**src/rtl/lab4_pkg.sv**
```systemverilog
// Shared types and default constants for the RGB LED PWM/flash stage.
`default_nettype none

package lab4_pkg;

  typedef enum logic {
    DIM   = 1'b0,
    FLASH = 1'b1
  } rgb_state_t;

  localparam int PWM_BITS_DEF     = 8;
  localparam int FLASH_CYCLES_DEF = 1000000;

endpackage

`default_nettype wire

```
**src/rtl/sync2.sv**
```systemverilog
// Parameterised-width two-flop synchroniser with synchronous active-high reset.
`default_nettype none

module sync2 #(
  parameter int WIDTH = 1
) (
  input  logic             clk,
  input  logic             rst,
  input  logic [WIDTH-1:0] d,
  output logic [WIDTH-1:0] q
);

  logic [WIDTH-1:0] meta;

  always_ff @(posedge clk) begin
    if (rst) begin
      meta <= '0;
      q    <= '0;
    end else begin
      meta <= d;
      q    <= meta;
    end
  end

endmodule

`default_nettype wire

```
**src/rtl/lab4_rgb_pwm.sv**
```systemverilog
// RGB LED driver: synchronises comparator levels, PWM-dims each channel and
// flashes lit channels at full brightness for a fixed window after any change.
`default_nettype none

module lab4_rgb_pwm
  import lab4_pkg::*;
#(
  parameter int PWM_BITS     = PWM_BITS_DEF,
  parameter int DUTY_R       = 32,
  parameter int DUTY_G       = 32,
  parameter int DUTY_B       = 32,
  parameter int FLASH_CYCLES = FLASH_CYCLES_DEF
) (
  input  logic clk,
  input  logic rst,
  input  logic red_in,
  input  logic green_in,
  input  logic blue_in,
  output logic led_r,
  output logic led_g,
  output logic led_b,
  output logic flash_active
);

  localparam int FW = (FLASH_CYCLES > 1) ? $clog2(FLASH_CYCLES) : 1;
  localparam logic [FW-1:0] FLASH_RELOAD = FW'(FLASH_CYCLES - 1);

  // Duties are one bit wider than the counter so the full-period value fits.
  localparam logic [PWM_BITS:0] DUTY_R_W = (PWM_BITS + 1)'(DUTY_R);
  localparam logic [PWM_BITS:0] DUTY_G_W = (PWM_BITS + 1)'(DUTY_G);
  localparam logic [PWM_BITS:0] DUTY_B_W = (PWM_BITS + 1)'(DUTY_B);

  logic [2:0]          s;
  logic [2:0]          prev;
  logic [PWM_BITS-1:0] cnt;
  logic [FW-1:0]       fcnt;
  rgb_state_t          state;
  logic                change;
  logic                flash_next;
  logic [2:0]          pwm;

  sync2 #(
    .WIDTH (3)
  ) u_sync (
    .clk (clk),
    .rst (rst),
    .d   ({red_in, green_in, blue_in}),
    .q   (s)
  );

  assign change     = (s != prev);
  assign flash_next = change | ((state == FLASH) && (fcnt != '0));

  assign pwm = {({1'b0, cnt} < DUTY_R_W),
                ({1'b0, cnt} < DUTY_G_W),
                ({1'b0, cnt} < DUTY_B_W)};

  always_ff @(posedge clk) begin
    if (rst) begin
      prev         <= '0;
      cnt          <= '0;
      fcnt         <= '0;
      state        <= DIM;
      led_r        <= 1'b0;
      led_g        <= 1'b0;
      led_b        <= 1'b0;
      flash_active <= 1'b0;
    end else begin
      prev <= s;
      cnt  <= cnt + 1'b1;

      case (state)
        DIM: begin
          if (change) begin
            state <= FLASH;
            fcnt  <= FLASH_RELOAD;
          end
        end
        FLASH: begin
          // A change in the final cycle retriggers instead of exiting.
          if (change) begin
            fcnt <= FLASH_RELOAD;
          end else if (fcnt != '0) begin
            fcnt <= fcnt - 1'b1;
          end else begin
            state <= DIM;
          end
        end
        default: state <= DIM;
      endcase

      led_r        <= s[2] & (flash_next | pwm[2]);
      led_g        <= s[1] & (flash_next | pwm[1]);
      led_b        <= s[0] & (flash_next | pwm[0]);
      flash_active <= (state == FLASH);
    end
  end

endmodule

`default_nettype wire

```
**config.mk**
```make
export PLATFORM = sky130hd
export DESIGN_NAME = lab4_rgb_pwm
export DESIGN_NICKNAME = d
export VERILOG_FILES = /design/src/rtl/lab4_pkg.sv /design/src/rtl/sync2.sv /design/src/rtl/lab4_rgb_pwm.sv
export SDC_FILE = /design/constraint.sdc
export NUM_CORES = 1
export LEC_CHECK = 0
export ABC_AREA = 1
export BUFFER_PORTS_ARGS = -buffer_cell sky130_fd_sc_hd__buf_2
export CAP_MARGIN = 10
export CORE_MARGIN = 5
export CORE_UTILIZATION = 25
export CTS_CLUSTER_DIAMETER = 60
export DETAILED_ROUTE_END_ITERATION = 16
export HOLD_SLACK_MARGIN = 0.02
export SYNTH_ARGS = -nofsm -noshare
export SYNTH_HDL_FRONTEND = slang
export SYNTH_SLANG_ARGS = --single-unit
```
**constraint.sdc**
```tcl
create_clock -name clk -period 3.66 [get_ports clk]
set_clock_uncertainty 0.05 [all_clocks]
set_input_delay 0.732 -clock clk [delete_from_list [all_inputs] [get_ports clk]]
set_output_delay 0.732 -clock clk [all_outputs]
set_load 0.005 [all_outputs]
```
**After elaboration in Yosys (flattened, before gate mapping)**

Index checks and enable logic that the tools add are counted.
Widths: inputs -> output; s select.

- Bitwise gates (word level): 6
- Order comparisons: 1
- Mux-type cells: 8
- $add $sub $neg: 2
- Equality and inequality tests: 3
- Reductions and logical operators: 3

Operators with widths:

| kind | number |
|---|---|
| $mux 20 | 3 |
| $pmux 20 s2 | 1 |
| $reduce_bool 20->1 | 1 |
| $sub 20x1->20 const B | 1 |
| $add 8x1->8 const B | 1 |
| $lt 8x6->1 const B | 1 |
| $and 1x1->1 | 3 |
| $mux 1 | 3 |
| $ne 3x1->1 const B | 1 |
| $ne 3x3->1 | 1 |
| $ne 2x2->1 const B | 1 |
| $or 1x1->1 | 2 |
| $pmux 1 s2 | 1 |
| $reduce_and 2->1 | 1 |
| $logic_and 1x1->1 | 1 |
| $not 1->1 | 1 |

- Bits in registers: 42

**Depth between registers and ports, before layout**

Gate-level depths: netlist (run 1).

- Depth in word-level cells: 5
- Mapped depth: 11

**Modules after synthesis**

From an unflattened synthesis (run 1), not the netlist that was laid out.

- Cell total of the unflattened synthesis: 265
- Area, all modules: 1953.1 um^2

Modules (own cells, without submodules):

| module | cells an instance | sequential area each (um^2) | times used | area each (um^2) |
|---|---|---|---|---|
| lab4_rgb_pwm | 247 | 720.7 | 1 | 1788.0 |
| sync2 | 18 | 120.1 | 1 | 165.2 |

**Least setup slack after synthesis (run 1)**

OpenSTA, ideal clock, no wires.

- Path kind: input-to-reg
- Start: input rst
- End: register cnt[1]
- Data arrival time: 1.440 ns
- Path slack: 2.042 ns
- Stages on the path: 3
- Cell sequence: clkbuf_1 -> clkbuf_1 -> nor2_1

RTL lines:

| item | RTL line | text |
|---|---|---|
| from (decl) | lab4_rgb_pwm.sv:15 | `input logic rst,` |
| to (signal assigned) | lab4_rgb_pwm.sv:70 | `cnt <= cnt + 1'b1;` |
| to (decl) | lab4_rgb_pwm.sv:35 | `logic [PWM_BITS-1:0] cnt;` |

No word-level cell between the ends.

**Final worst setup path (run 1)**

- Start: register fcnt[0]
- End: register fcnt[14]

- Cells in the longest elaborated chain, start to end: 4
- Elaborated cells on any way between the ends: 7
- Those cells by class: add/sub (1); eq/ne (1); mux (3); reduce/logical (2)

RTL lines:

| item | RTL line | text |
|---|---|---|
| from (decl) | lab4_rgb_pwm.sv:36 | `logic [FW-1:0] fcnt;` |
| from (signal assigned) | lab4_rgb_pwm.sv:84 | `fcnt <= fcnt - 1'b1;` |
| $sub 20x1->20 | lab4_rgb_pwm.sv:84 |  |
| $mux 20 | lab4_rgb_pwm.sv:83 | `end else if (fcnt != '0) begin` |
| $mux 20 | lab4_rgb_pwm.sv:81 | `if (change) begin` |
| $pmux 20 s2 | lab4_rgb_pwm.sv:72 | `case (state)` |

Several ways; a longest one is shown, not always the timed one. The select of a mux whose other input is x is not followed.
A chain may end at the register's enable or synchronous reset.

==> results_dict.tcl, run 1 <==
set metrics [dict create \
    syn-instance-count 297 \
    grt_pass1_wl_um 7500 \
    hp-class "flip-flop to flip-flop" \
    syn_nets 305 \
    cts_tree "done" \
    cap_violations 0 \
    layout_commonest_cell "nand2_1" \
    syn_to_final_growth_pct 13.0 \
    fin_setup_tns_ns 0 \
    synth.avg_cell_area_um2 7.04 \
    drc 0 \
    nets 317 \
    fin_util_pct 28.9 \
    seq_area_frac_synth_pct 40.2 \
    cts_buffers 5 \
    viasPerCell 4.23 \
    worst-endpoint-required_ns 3.78 \
    vias 1751 \
    fin_crit_ns 1.73 \
    dr.pass1.iters 4 \
    die-width_um 101 \
    synth_area_mm2 0.00209 \
    reg2reg_slack_ns 1.93 \
    worstPathMaxFanout 6 \
    critical_path_arrival_ns 1.85 \
    max-slew-margin-rel_pct 69.4 \
    clock_sinks 42 \
    hold_violations 0 \
    fin_ws_ns 1.93 \
    min_path_cells 2 \
    finalPower_w 0.00114 \
    synth_compound_area_share_pct 9.09 \
    io_buffers 8 \
    worstMarginPinSlew_ns 0.458 \
    rows 33 \
    grtUsageTotal_pct 9.10 \
    antenna_found_initial 0 \
    clkTransAtPathRegs_ns 0.08 \
    yosysTopAreaCellShare_pct 40.2 \
    cp-start-kind "flip-flop" \
    grt-ovfl-total 0 \
    end_kind "flip-flop" \
    crit_chain "inv_1 -> ha_1 -> nand2_1 -> nor2_1 -> nand2_1 -> nand2_1 -> nand3_1 -> o21ai_0 -> a21oi_2" \
    antenna_cells 0 \
    design.core.area_mm2 0.00818 \
    cpPeakStageDelay_ns 0.31 \
    path_buf_inv 1 \
    dp_hpwl_um 3120 \
    dieArea_mm2 0.0103 \
    yosysWarnings 0 \
    clockRootBuffer "clkbuf_8" \
    ff2ff_path_depth 9 \
    cts_max_level 2 \
    power_leakage_nw 1.06 \
    synth_area_leader_cell "dfxtp_1" \
    synth-seq-cells 42 \
    fill_cells 909 \
    path_class "flip-flop to flip-flop" \
    synth_top_family_by_area "simple AND/OR/NAND/NOR gates" \
    ys_top_cells_by_area "dfxtp_1 (40%), nand2_1 (11%), nor2_1 (10%)" \
    post-route-period-util_pct 47.3 \
    drt-initial-drc-count 144 \
    wl_per_cell_um 10.1 \
    drive_gt1_share_pct 12.0 \
    synthMuxAreaShare_pct 0 \
    grt_max_degree 22 \
    slew_viol_final 0 \
    crit_family "simple AND/OR/NAND/NOR gates" \
    outcome "finished clean" \
    rsz0062_at_grt "no" \
    final_cell_mix "nand2_1 (61), nor2_1 (56), inv_1 (47), dfxtp_1 (42), nand3_1 (20)" \
    postCtsResizedCells 0 \
    cp_slowest_cell "dfxtp_1" \
    synthAdderAreaFrac_pct 1.79 \
    finalWeightedCongestion 0.861 \
    critical_path.most_common_cell "nand2_1" \
    cts_hold_buf 0 \
    clock.fmax_mhz 578 \
    ios 9 \
    yosys.area_share.simple_pct 35.6 \
    insertion_delay_ns 0.29 \
    synth-xor-area-share_pct 3.35 \
    vdd_drop_max_mv 0.242 \
    setup-violations-final 0 \
    power_density_mw_per_mm2 482 \
    grt_pass1_vias 1654 \
    ys_types 29 \
    place_ws_ns 1.73 \
    postCtsSetupBuffers 0 \
    start_util_pct 25.6 \
    antenna_left 0 \
    postRouteWirelength_um 4170 \
    die_h_um 101 \
    path_depth 9 \
    cts.path.max_buffers 2 \
]
==> state kept, by name, indices dropped and copies added (netlist names) <==
register / count
fcnt: 20
cnt: 8
prev: 3
u_sync.meta: 3
u_sync.q: 3
flash_active: 1
led_b: 1
led_g: 1
led_r: 1
state: 1
==> metrics by stage <==
step / cell area, µm² / instances / hold slack [ns]
after global placement: 2250 / 407 / 0.340
after CTS: 2360 / 414 / 0.356
after detailed placement: 2250 / 407 / 0.345
after floorplan: 2090 / 297 / 0.338
after global routing: 2360 / 414 / 0.368
final: 2360 / 414 / 0.353
==> area by class of cell <==
class	count	area (µm²)	share of cell area, %
Timing Repair Buffer	8	40.0	1.69
Inverter	49	196	8.31
Tap cell	105	131	5.56
Multi-Input combinational cell	203	1040	44.1
Clock buffer	6	82.6	3.49
Sequential cell	42	841	35.6
Clock inverter	1	30.0	1.27
==> synthesized netlist by cell type (all sizes together) <==
master / instances
o21ai: 15
ha: 3
nand4: 4
a31oi: 3
nor4b: 1
nand2: 67
inv: 48
o31ai: 1
nor2b: 1
nor2: 62
clkinv: 1
clkbuf: 3
dfxtp: 42
nor3: 2
xor2: 4
xnor2: 4
and2: 2
nand3: 21
a21oi: 13
==> logic make-up (layout without fill, tap and decap cells) <==
| kind of cell | Yosys count | count (layout) |
|---|---|---|
| simple gates | 160 | 160 |
| buf+inv | 52 | 64 |
| flops | 42 | 42 |
| compound gates | 32 | 32 |
| xor+xnor | 8 | 8 |
| fa+ha+maj | 3 | 3 |
==> path summary, 6_finish.rpt <==
kind / start / end
max: fcnt[0] / fcnt[14]
min: u_sync.meta[1] / u_sync.q[1]
max reg2reg: fcnt[0] / fcnt[14]
min reg2reg: u_sync.meta[1] / u_sync.q[1]
==> tightest hold or removal path: stages (launching register included) <==
cell     delay, ns
dfxtp_1       0.30
inv_1         0.04
nor2_1        0.03
==> metal layers <==
metal / vias up / global-route usage, % / part of all wire, %
met5: - / 0 / 0
met4: 0 / 3.68 / 1.5
met3: 7 / 2.41 / 3.8
met2: 31 / 14.3 / 46
met1: 767 / 11.9 / 49
li1: 946 / - / -
==> power by group <==
group	internal, W	switching, W	leakage (nW)
clock network	0.000218	0.000158	0.0573
logic	0.0000839	0.000161	0.659
registers	0.000489	0.0000303	0.345
Power figures use the tool's default switching activity.
==> inputs of run 2 (changes only) <==
ABC_AREA = 0   (was 1)
clock period = 1.6 ns   (was 3.66 ns; I/O delays follow)
==> run 2 against run 1 <==
Effect of this change: first-iteration DRC count down 62%; the run now ends with negative setup slack left; flip-flop and latch count did not move; core utilization is 7.4 points higher; die area is 15% lower; sequential power grew 120%; highest routed layer unchanged; critical path depth unchanged; via count fell by 18%.
==> results_dict.tcl, run 2 <==
set metrics [dict create \
    outcome "complete, but fails checks" \
    failed_checks "negative setup slack" \
    slew_viol_final 0 \
    cts.path.max_buffers 2 \
    drive_gt1_share_pct 40.0 \
    start_util_pct 25.6 \
    ys_types 35 \
    fill_cells 667 \
    antenna_found_initial 0 \
    vias 1442 \
    finalPower_w 0.00242 \
    rsz0062_at_grt "yes" \
    die-width_um 93.4 \
    design.core.area_mm2 0.00679 \
    rows 30 \
    clockRootBuffer "clkbuf_8" \
    yosysTopAreaCellShare_pct 48.3 \
    seq_area_frac_synth_pct 48.3 \
    postRouteWirelength_um 3560 \
    grt-ovfl-total 0 \
    fin_setup_tns_ns -10.20 \
    layout_commonest_cell "buf_4" \
    dr.pass1.iters 4 \
    worstPathMaxFanout 5 \
    ys_top_cells_by_area "dfxtp_1 (48%), xor2_1 (6.5%), nor2b_1 (5.0%)" \
    fin_util_pct 36.3 \
    grtUsageTotal_pct 8.88 \
    reg.largest.list "fcnt: 20 flops, cnt: 8 flops" \
    synth-seq-cells 42 \
    syn-instance-count 183 \
    synth_area_leader_cell "dfxtp_1" \
    cts_buffers 5 \
    finalWeightedCongestion 0.804 \
    io_buffers 8 \
    hp-class "input pin to flip-flop" \
    synthArstFlopShare_pct 0 \
    synth_area_mm2 0.00174 \
    fin_ws_ns -0.504 \
    dp_hpwl_um 2520 \
    use_met3_pct 2.49 \
    wl_per_cell_um 10.8 \
    cts_max_level 2 \
    clock.fmax_mhz 475 \
    clkTransAtPathRegs_ns 0.09 \
    cp-start-kind "flip-flop" \
    worst-endpoint-required_ns 1.73 \
    synth_top_cells_by_count "dfxtp_1 (42), nor2_1 (19), nor2b_1 (14)" \
    yosysWarnings 0 \
    synth.avg_cell_area_um2 9.50 \
    vdd_drop_max_mv 0.475 \
    antenna_left 0 \
    final_cell_mix "buf_4 (38), dfxtp_1 (36), nor2_1 (18), nor2b_1 (14), xor2_1 (13)" \
    synth_flop_cell "dfxtp_1" \
    synth-edff-count 0 \
    die_h_um 93.4 \
    dieArea_mm2 0.00872 \
    grt_max_degree 18 \
    use_met1_pct 11.4 \
    insertion_delay_ns 0.29 \
    ios 9 \
    drt-initial-drc-count 55 \
    hold_violations 0 \
    critical_path_arrival_ns 2.23 \
    grt_pass1_wl_um 6360 \
    antenna_cells 0 \
    regMostFlops "fcnt" \
    end_kind "flip-flop" \
    nets 242 \
    setup-violations-final 24 \
    use_met2_pct 14.5 \
    cap_violations 0 \
    largest_reg_flops 20 \
    place_ws_ns -0.510 \
    path_class "flip-flop to flip-flop" \
    power_density_mw_per_mm2 979 \
    holdWs_ns 0.180 \
    syn_to_final_growth_pct 41.9 \
    drc 0 \
    viasPerCell 4.36 \
    post-route-period-util_pct 131 \
    worstMarginPinSlew_ns 0.369 \
    gr-max-usage-layer "met2" \
    syn_nets 191 \
    max-slew-margin-rel_pct 75.4 \
    yosysMostFrequentCell "dfxtp_1" \
    power_leakage_nw 0.964 \
    fin_crit_ns 2.10 \
    cts_tree "done" \
    cts_hold_buf 0 \
    grt_pass1_vias 1462 \
    clock_sinks 42 \
]
==> run 2: cell types whose count changed in the layout (fill, tap and decap cells not counted), sizes merged, moves of 8 or more <==
cell,delta
nand2,-64
buf,+45
inv,-44
nor2,-43
nand3,-17
nor2b,+13
xor2,+9
o21ai,-8
==> run 2: kinds of logic after synthesis <==
kind of cell | synth area share (%)
AND/OR/NAND/NOR | 25.4
flip-flops | 48.3
AO/OA/AOI/OAI | 11.2
XOR/XNOR | 10.1
buffers and inverters | 2.81
adder cells (fa/ha/maj) | 2.16
==> run 2: per-stage QoR <==
stage / instance area, µm² / cells
after CTS: 2430 / 329
after global routing: 2470 / 331
after floorplan: 1790 / 183
after global placement: 2190 / 316
final: 2470 / 331
after detailed placement: 2190 / 316
==> run 2: metal layers <==
metal / wire length, µm / part of all wire [%]
met5: 0 / 0
met4: 39 / 1.1
met3: 97 / 2.7
met2: 1640 / 46
met1: 1790 / 50
==> run 2: what timing repair did <==
item	in CTS	in global routing
pin swaps	16	24
gates resized for setup	26	8
setup buffers	5	3
endpoints found under the setup margin	24	24
gates cloned	0	0
==> run 2: path summary, 6_finish.rpt <==
kind                                     start              to  slack [ns]  depth (start not counted)
worst min register to register  u_sync.meta[0]     u_sync.q[0]        0.40                          1
worst max-delay path                   fcnt[0]         fcnt[9]       -0.50                          9
worst min-delay path                    red_in  u_sync.meta[2]        0.18                          2
worst max register to register         fcnt[0]         fcnt[9]       -0.50                          9
==> run 2: where the power goes <==
part           internal, W  leakage, nW  switching (W)
clock             0.000315       0.0447       0.000397
sequential         0.00111        0.347      0.0000366
combinational     0.000287        0.572       0.000267
total              0.00172        0.964       0.000701
==> run 2: critical path: stages (launching register included) <==
cell and delay [ns]:
dfxtp_2 0.33, inv_2 0.07, ha_4 0.13, or4b_4 0.45, or2_4 0.27, buf_6 0.12, buf_6 0.12, o211ai_1 0.18
xor2_1 0.18, a21oi_1 0.08
==> run 2: final cells by class <==
cell class                      count  area, µm²  share of cell area [%]
Clock inverter                      3       25.0                    1.01
Clock buffer                        5       68.8                    2.79
Tap cell                           96        120                    4.87
Multi-Input combinational cell    129        991                    40.1
Inverter                            3       11.3                   0.456
Timing Repair Buffer               53        404                    16.4
Sequential cell                    42        848                    34.4
